File: config.mk
export PLATFORM = sky130hd
export DESIGN_NAME = ham_select_seq
export DESIGN_NICKNAME = d
export VERILOG_FILES = /design/src/rtl/ham_select_seq.sv
export SDC_FILE = /design/constraint.sdc
export NUM_CORES = 1
export LEC_CHECK = 0
export CAP_MARGIN = 20
export CORE_UTILIZATION = 56
export CTS_CLUSTER_SIZE = 40
export DETAILED_ROUTE_END_ITERATION = 6
export PLACE_DENSITY = 0.85
export SLEW_MARGIN = 0
export SYNTH_ARGS = -nofsm -noshare
export SYNTH_HDL_FRONTEND = slang
export SYNTH_SLANG_ARGS = --single-unit
File: constraint.sdc
create_clock -name clk -period 4.8 [get_ports clk]
set_input_delay 0.48 -clock clk [delete_from_list [all_inputs] [get_ports clk]]
set_output_delay 0.48 -clock clk [all_outputs]
set_load 0.03 [all_outputs]
File: src/rtl/ham_select_seq.sv
// Sequential select unit: finds the bit position of the n-th set bit of A
// (0-based, LSB first), scanning one bit per cycle under a start/done handshake.
module ham_select_seq #(
    parameter int WIDTH = 32,
    parameter int IDX_W = 5
) (
    input  logic             clk,
    input  logic             rst,
    input  logic             start,
    input  logic [WIDTH-1:0] A,
    input  logic [IDX_W-1:0] n,
    output logic             busy,
    output logic             done,
    output logic             found,
    output logic [IDX_W-1:0] pos
);

    typedef enum logic [1:0] {
        S_IDLE = 2'd0,
        S_SCAN = 2'd1,
        S_DONE = 2'd2
    } state_t;

    state_t             state, state_nxt;
    logic [WIDTH-1:0]   a_r;
    logic [IDX_W-1:0]   n_r;
    logic [IDX_W-1:0]   idx;
    // one extra bit so a count of WIDTH set bits cannot wrap back onto n_r
    logic [IDX_W:0]     seen;
    logic               hit;
    logic               last;

    assign hit  = a_r[idx] && (seen == {1'b0, n_r});
    assign last = (idx == IDX_W'(WIDTH - 1));
    assign busy = (state == S_SCAN);
    assign done = (state == S_DONE);

    always_ff @(posedge clk) begin
        if (rst) state <= S_IDLE;
        else     state <= state_nxt;
    end

    always_comb begin
        state_nxt = state;
        case (state)
            S_IDLE:  if (start) state_nxt = S_SCAN;
            S_SCAN:  if (hit || last) state_nxt = S_DONE;
            S_DONE:  state_nxt = S_IDLE;
            default: state_nxt = S_IDLE;
        endcase
    end

    always_ff @(posedge clk) begin
        if (rst) begin
            a_r   <= '0;
            n_r   <= '0;
            idx   <= '0;
            seen  <= '0;
            found <= 1'b0;
            pos   <= '0;
        end else begin
            case (state)
                S_IDLE: begin
                    if (start) begin
                        a_r  <= A;
                        n_r  <= n;
                        idx  <= '0;
                        seen <= '0;
                    end
                end
                S_SCAN: begin
                    // a match on the final bit takes priority over exhaustion
                    if (hit) begin
                        found <= 1'b1;
                        pos   <= idx;
                    end else if (last) begin
                        found <= 1'b0;
                        pos   <= '0;
                    end else begin
                        if (a_r[idx]) seen <= seen + 1'b1;
                        idx <= idx + 1'b1;
                    end
                end
                default: ;
            endcase
        end
    end

endmodule

==> impl_metrics.yaml <==
synthesis:
  syn-num-nets: 368
  synth-main-ff-cell: "sky130_fd_sc_hd__dfxtp_1"
  post_synth_instance_area_um2: 2590
  synth-seq-area-share_pct: 43.3
  synth-async-reset-ratio_pct: 0
  synth_top_cells_by_area: "sky130_fd_sc_hd__dfxtp_1, sky130_fd_sc_hd__nand2_1, sky130_fd_sc_hd__a21oi_1, sky130_fd_sc_hd__mux2i_1, sky130_fd_sc_hd__nand3_1"
  yosys_warnings: 0
  synth_area_per_cell_um2: 7.97
  post_synth_inst_count: 325
  synth_edf_count: 0
  yosys.area.top_type: "sky130_fd_sc_hd__dfxtp_1"
  yosysUniqueCellTypes: 37
  flop_and_latch_count_out_of_synthesis: 56
  synth_top_cell_area_share_pct: 43.3
  yosysMostFrequentCell: "sky130_fd_sc_hd__nand2_1"
  post_synth_most_frequent_cells: "sky130_fd_sc_hd__nand2_1, sky130_fd_sc_hd__dfxtp_1, sky130_fd_sc_hd__a21oi_1, sky130_fd_sc_hd__nand3_1, sky130_fd_sc_hd__mux2i_1"
placement:
  dpl.hpwl_um: 3630
  dp_cells: 403
  buffer_ports.inserted: 47
  place.gp.congestion: 0.865
floorplanning:
  coreArea_um2: 4380
  die_x_um: 70.0
  floorplan.initialDensity_pct: 59.0
  fp.dieArea_um2: 4900
  die-height_um: 70.0
  row_count: 24
  io-pin-count: 48
min_path:
  hold_class: "reg2reg"
  min_delay_path_depth: 2
routing:
  vias: 2337
  detail-route-antenna-nets: 0
  wl_um: 5330
  wl_per_cell_um: 13.0
  detail_route.iter0.violations: 158
  drt_pass1_iterations: 4
  average_vias_per_placed_instance: 5.69
  drc_errors: 0
setup_path:
  ff2ff_setup_slack_ns: 2.02
  worstSetupEndpointType: "flop"
  worst_ep_arrival_time_ns: 2.99
  cp_cell_sequence: "mux2i_1 -> a22oi_1 -> nand3_1 -> nand2_1 -> nor2_2 -> or4b_4 -> o32ai_1"
  crit_cells: 7
  critical_path_class: "reg2reg"
  setup.worst_path.start_class: "flop"
  cp_slowest_stage_delay_ns: 0.99
  crit_fanout: 20
  worst_path_dominant_cell_family: "simple AND/OR/NAND/NOR gates"
  cp.required_ns: 5.01
  cp_slowest_cell: "sky130_fd_sc_hd__dfxtp_1"
  cp_num_buf_inv: 0
  r2r.worst_path.cells: 7
pwr:
  finalPower_w: 0.000906
  powerDensity_nw_per_um2: 291
  irDropWorstVdd_mv: 0.176
  p_leak_nw: 1.09
global_route:
  grt_first_pass_wirelength_um: 9260
  grt-ovfl-total: 0
  pin_count_of_the_biggest_net_entering_global_routing: 58
  grtUsageTotal_pct: 23.0
  antenna_found_initial: 0
  first_global_vias: 2216
cells_and_area:
  insertedDiodeCount: 0
  layout-drive-gt1-share_pct: 3.90
  area_delta_synth_final_pct: 20.1
  finalNonFillerCells: 411
  nets: 402
clock_tree:
  cts_max_level: 2
  cts_inserted_buffers: 5
  cts.path.max_buffers: 2
  clock_root_buffer: "sky130_fd_sc_hd__clkbuf_8"
  post_cts.repair.setup_buffers: 0
  cts.sink_count: 56
  cts.clk_slew.worst_paths_ns: 0.09
  insertion_delay_ns: 0.31
  tritoncts_clock_tree: "done"
  total_of_hold_buffers_inserted_after_clock_tree_synthesis: 0
  post_cts.resized_instances: 0
timing:
  setup_total_negative_slack_ns: 0
  clock_skew_ns: 0.00994
  post-route-min-period_ns: 2.78
  final_min_period_over_clock_period_pct: 58.0
  hold_viol_final: 0
  slew-limit-headroom_pct: 33.4
  maxSlewViolCount: 0
  rsz_0062_raised_after_global_routing: "no"
  final-setup-viol-count: 0
  max_fclk_mhz: 359
  worst_slew_pin_slew_ns: 0.997
outcome:
  run_status: "finished, final reports clean"
flow_run:
  maxCapViolations: 0
-- cell usage in the layout, fill, tap and decap left out, types with 2 or more instances in the layout --
| cell | Yosys | routed |
|---|---|---|
| sky130_fd_sc_hd__nand3_1 | 19 | 19 |
| sky130_fd_sc_hd__nor3_1 | 3 | 3 |
| sky130_fd_sc_hd__o31ai_1 | 2 | 2 |
| sky130_fd_sc_hd__a21oi_1 | 55 | 55 |
| sky130_fd_sc_hd__and3_1 | 2 | 2 |
| sky130_fd_sc_hd__dfxtp_1 | 56 | 56 |
| sky130_fd_sc_hd__clkbuf_8 | 0 | 5 |
| sky130_fd_sc_hd__o21ai_0 | 11 | 11 |
| sky130_fd_sc_hd__nand2_1 | 83 | 83 |
| sky130_fd_sc_hd__or3_1 | 2 | 2 |
| sky130_fd_sc_hd__nand4_1 | 3 | 3 |
| sky130_fd_sc_hd__a31oi_1 | 2 | 2 |
| sky130_fd_sc_hd__o2111ai_1 | 6 | 6 |
| sky130_fd_sc_hd__nor2_1 | 5 | 5 |
| sky130_fd_sc_hd__nor2b_1 | 5 | 5 |
| sky130_fd_sc_hd__nand2b_1 | 5 | 5 |
| sky130_fd_sc_hd__a22oi_1 | 4 | 4 |
| sky130_fd_sc_hd__clkdlybuf4s50_1 | 0 | 46 |
| sky130_fd_sc_hd__o211ai_1 | 3 | 3 |
| sky130_fd_sc_hd__xnor2_1 | 4 | 4 |
| sky130_fd_sc_hd__mux2i_1 | 16 | 16 |
| sky130_fd_sc_hd__ha_1 | 3 | 3 |
-- cell type report --
| class | count | area (µm²) |
|---|---|---|
| multi-input combinational | 245 | 1350 |
| clock buffer | 6 | 72.6 |
| tap | 52 | 65.1 |
| clock inverter | 1 | 5.00 |
| inverter | 1 | 3.75 |
| fill | 366 | 1280 |
| sequential | 56 | 1120 |
| timing repair buffer | 50 | 495 |
-- flip-flops by register name, indices dropped and copies added, names as in the netlist --
name and cells:
n_r 5, a_r 32, idx 5, state 2, pos 5, found 1
seen 6
-- where the power goes --
part / switching [W] / total [W] / leakage, nW / internal, W
combinational: 0.0000908 / 0.000162 / 0.587 / 0.0000713
sequential: 0.0000164 / 0.000506 / 0.457 / 0.000489
clock: 0.000139 / 0.000238 / 0.0410 / 0.0000996
total: 0.000246 / 0.000906 / 1.09 / 0.000660
-- final timing paths --
kind,start,to
worst max-delay path,idx[1]$_SDFFE_PP0P_,seen[3]$_SDFFE_PP0P_
worst min-delay path,found$_SDFFE_PP0P_,found$_SDFFE_PP0P_
worst max register to register,idx[1]$_SDFFE_PP0P_,seen[3]$_SDFFE_PP0P_
worst min register to register,found$_SDFFE_PP0P_,found$_SDFFE_PP0P_
-- logic make-up after synthesis --
logic type / count (synthesis) / share of synthesized area (%)
AND/OR/NAND/NOR: 134 / 23.2
AO/OA/AOI/OAI: 87 / 19.4
flip-flops: 56 / 43.3
buffers and inverters: 24 / 4.74
multiplexers: 16 / 6.19
XOR/XNOR: 5 / 1.69
adder cells (fa/ha/maj): 3 / 1.45
-- metrics by stage --
stage	cell area, µm²	hold slack, ns	worst slack (ns)	utilization, %
4_1_cts	3100	0.461	2.01	70.7
2_1_floorplan	2590	0.433	2.78	-
6_report	3110	0.458	2.02	70.9
3_5_place_dp	3020	0.448	2.05	68.9
3_3_place_gp	3010	0.442	2.01	68.6
5_1_grt	3110	0.487	1.78	70.9
-- tightest hold or removal path, stage by stage (launching register included) --
cell                      delay (ns)
sky130_fd_sc_hd__dfxtp_1        0.32
sky130_fd_sc_hd__nand2_1        0.05
sky130_fd_sc_hd__a21oi_1        0.05
-- routing by layer --
layer	share of wire, %	up-vias	track usage [%]
met5	0	-	0
met4	1.2	0	7.78
met3	4.4	8	4.76
met2	52	65	41.1
met1	43	1066	27.1
li1	-	1198	-
No activity file was read; power rests on OpenSTA's default activity.
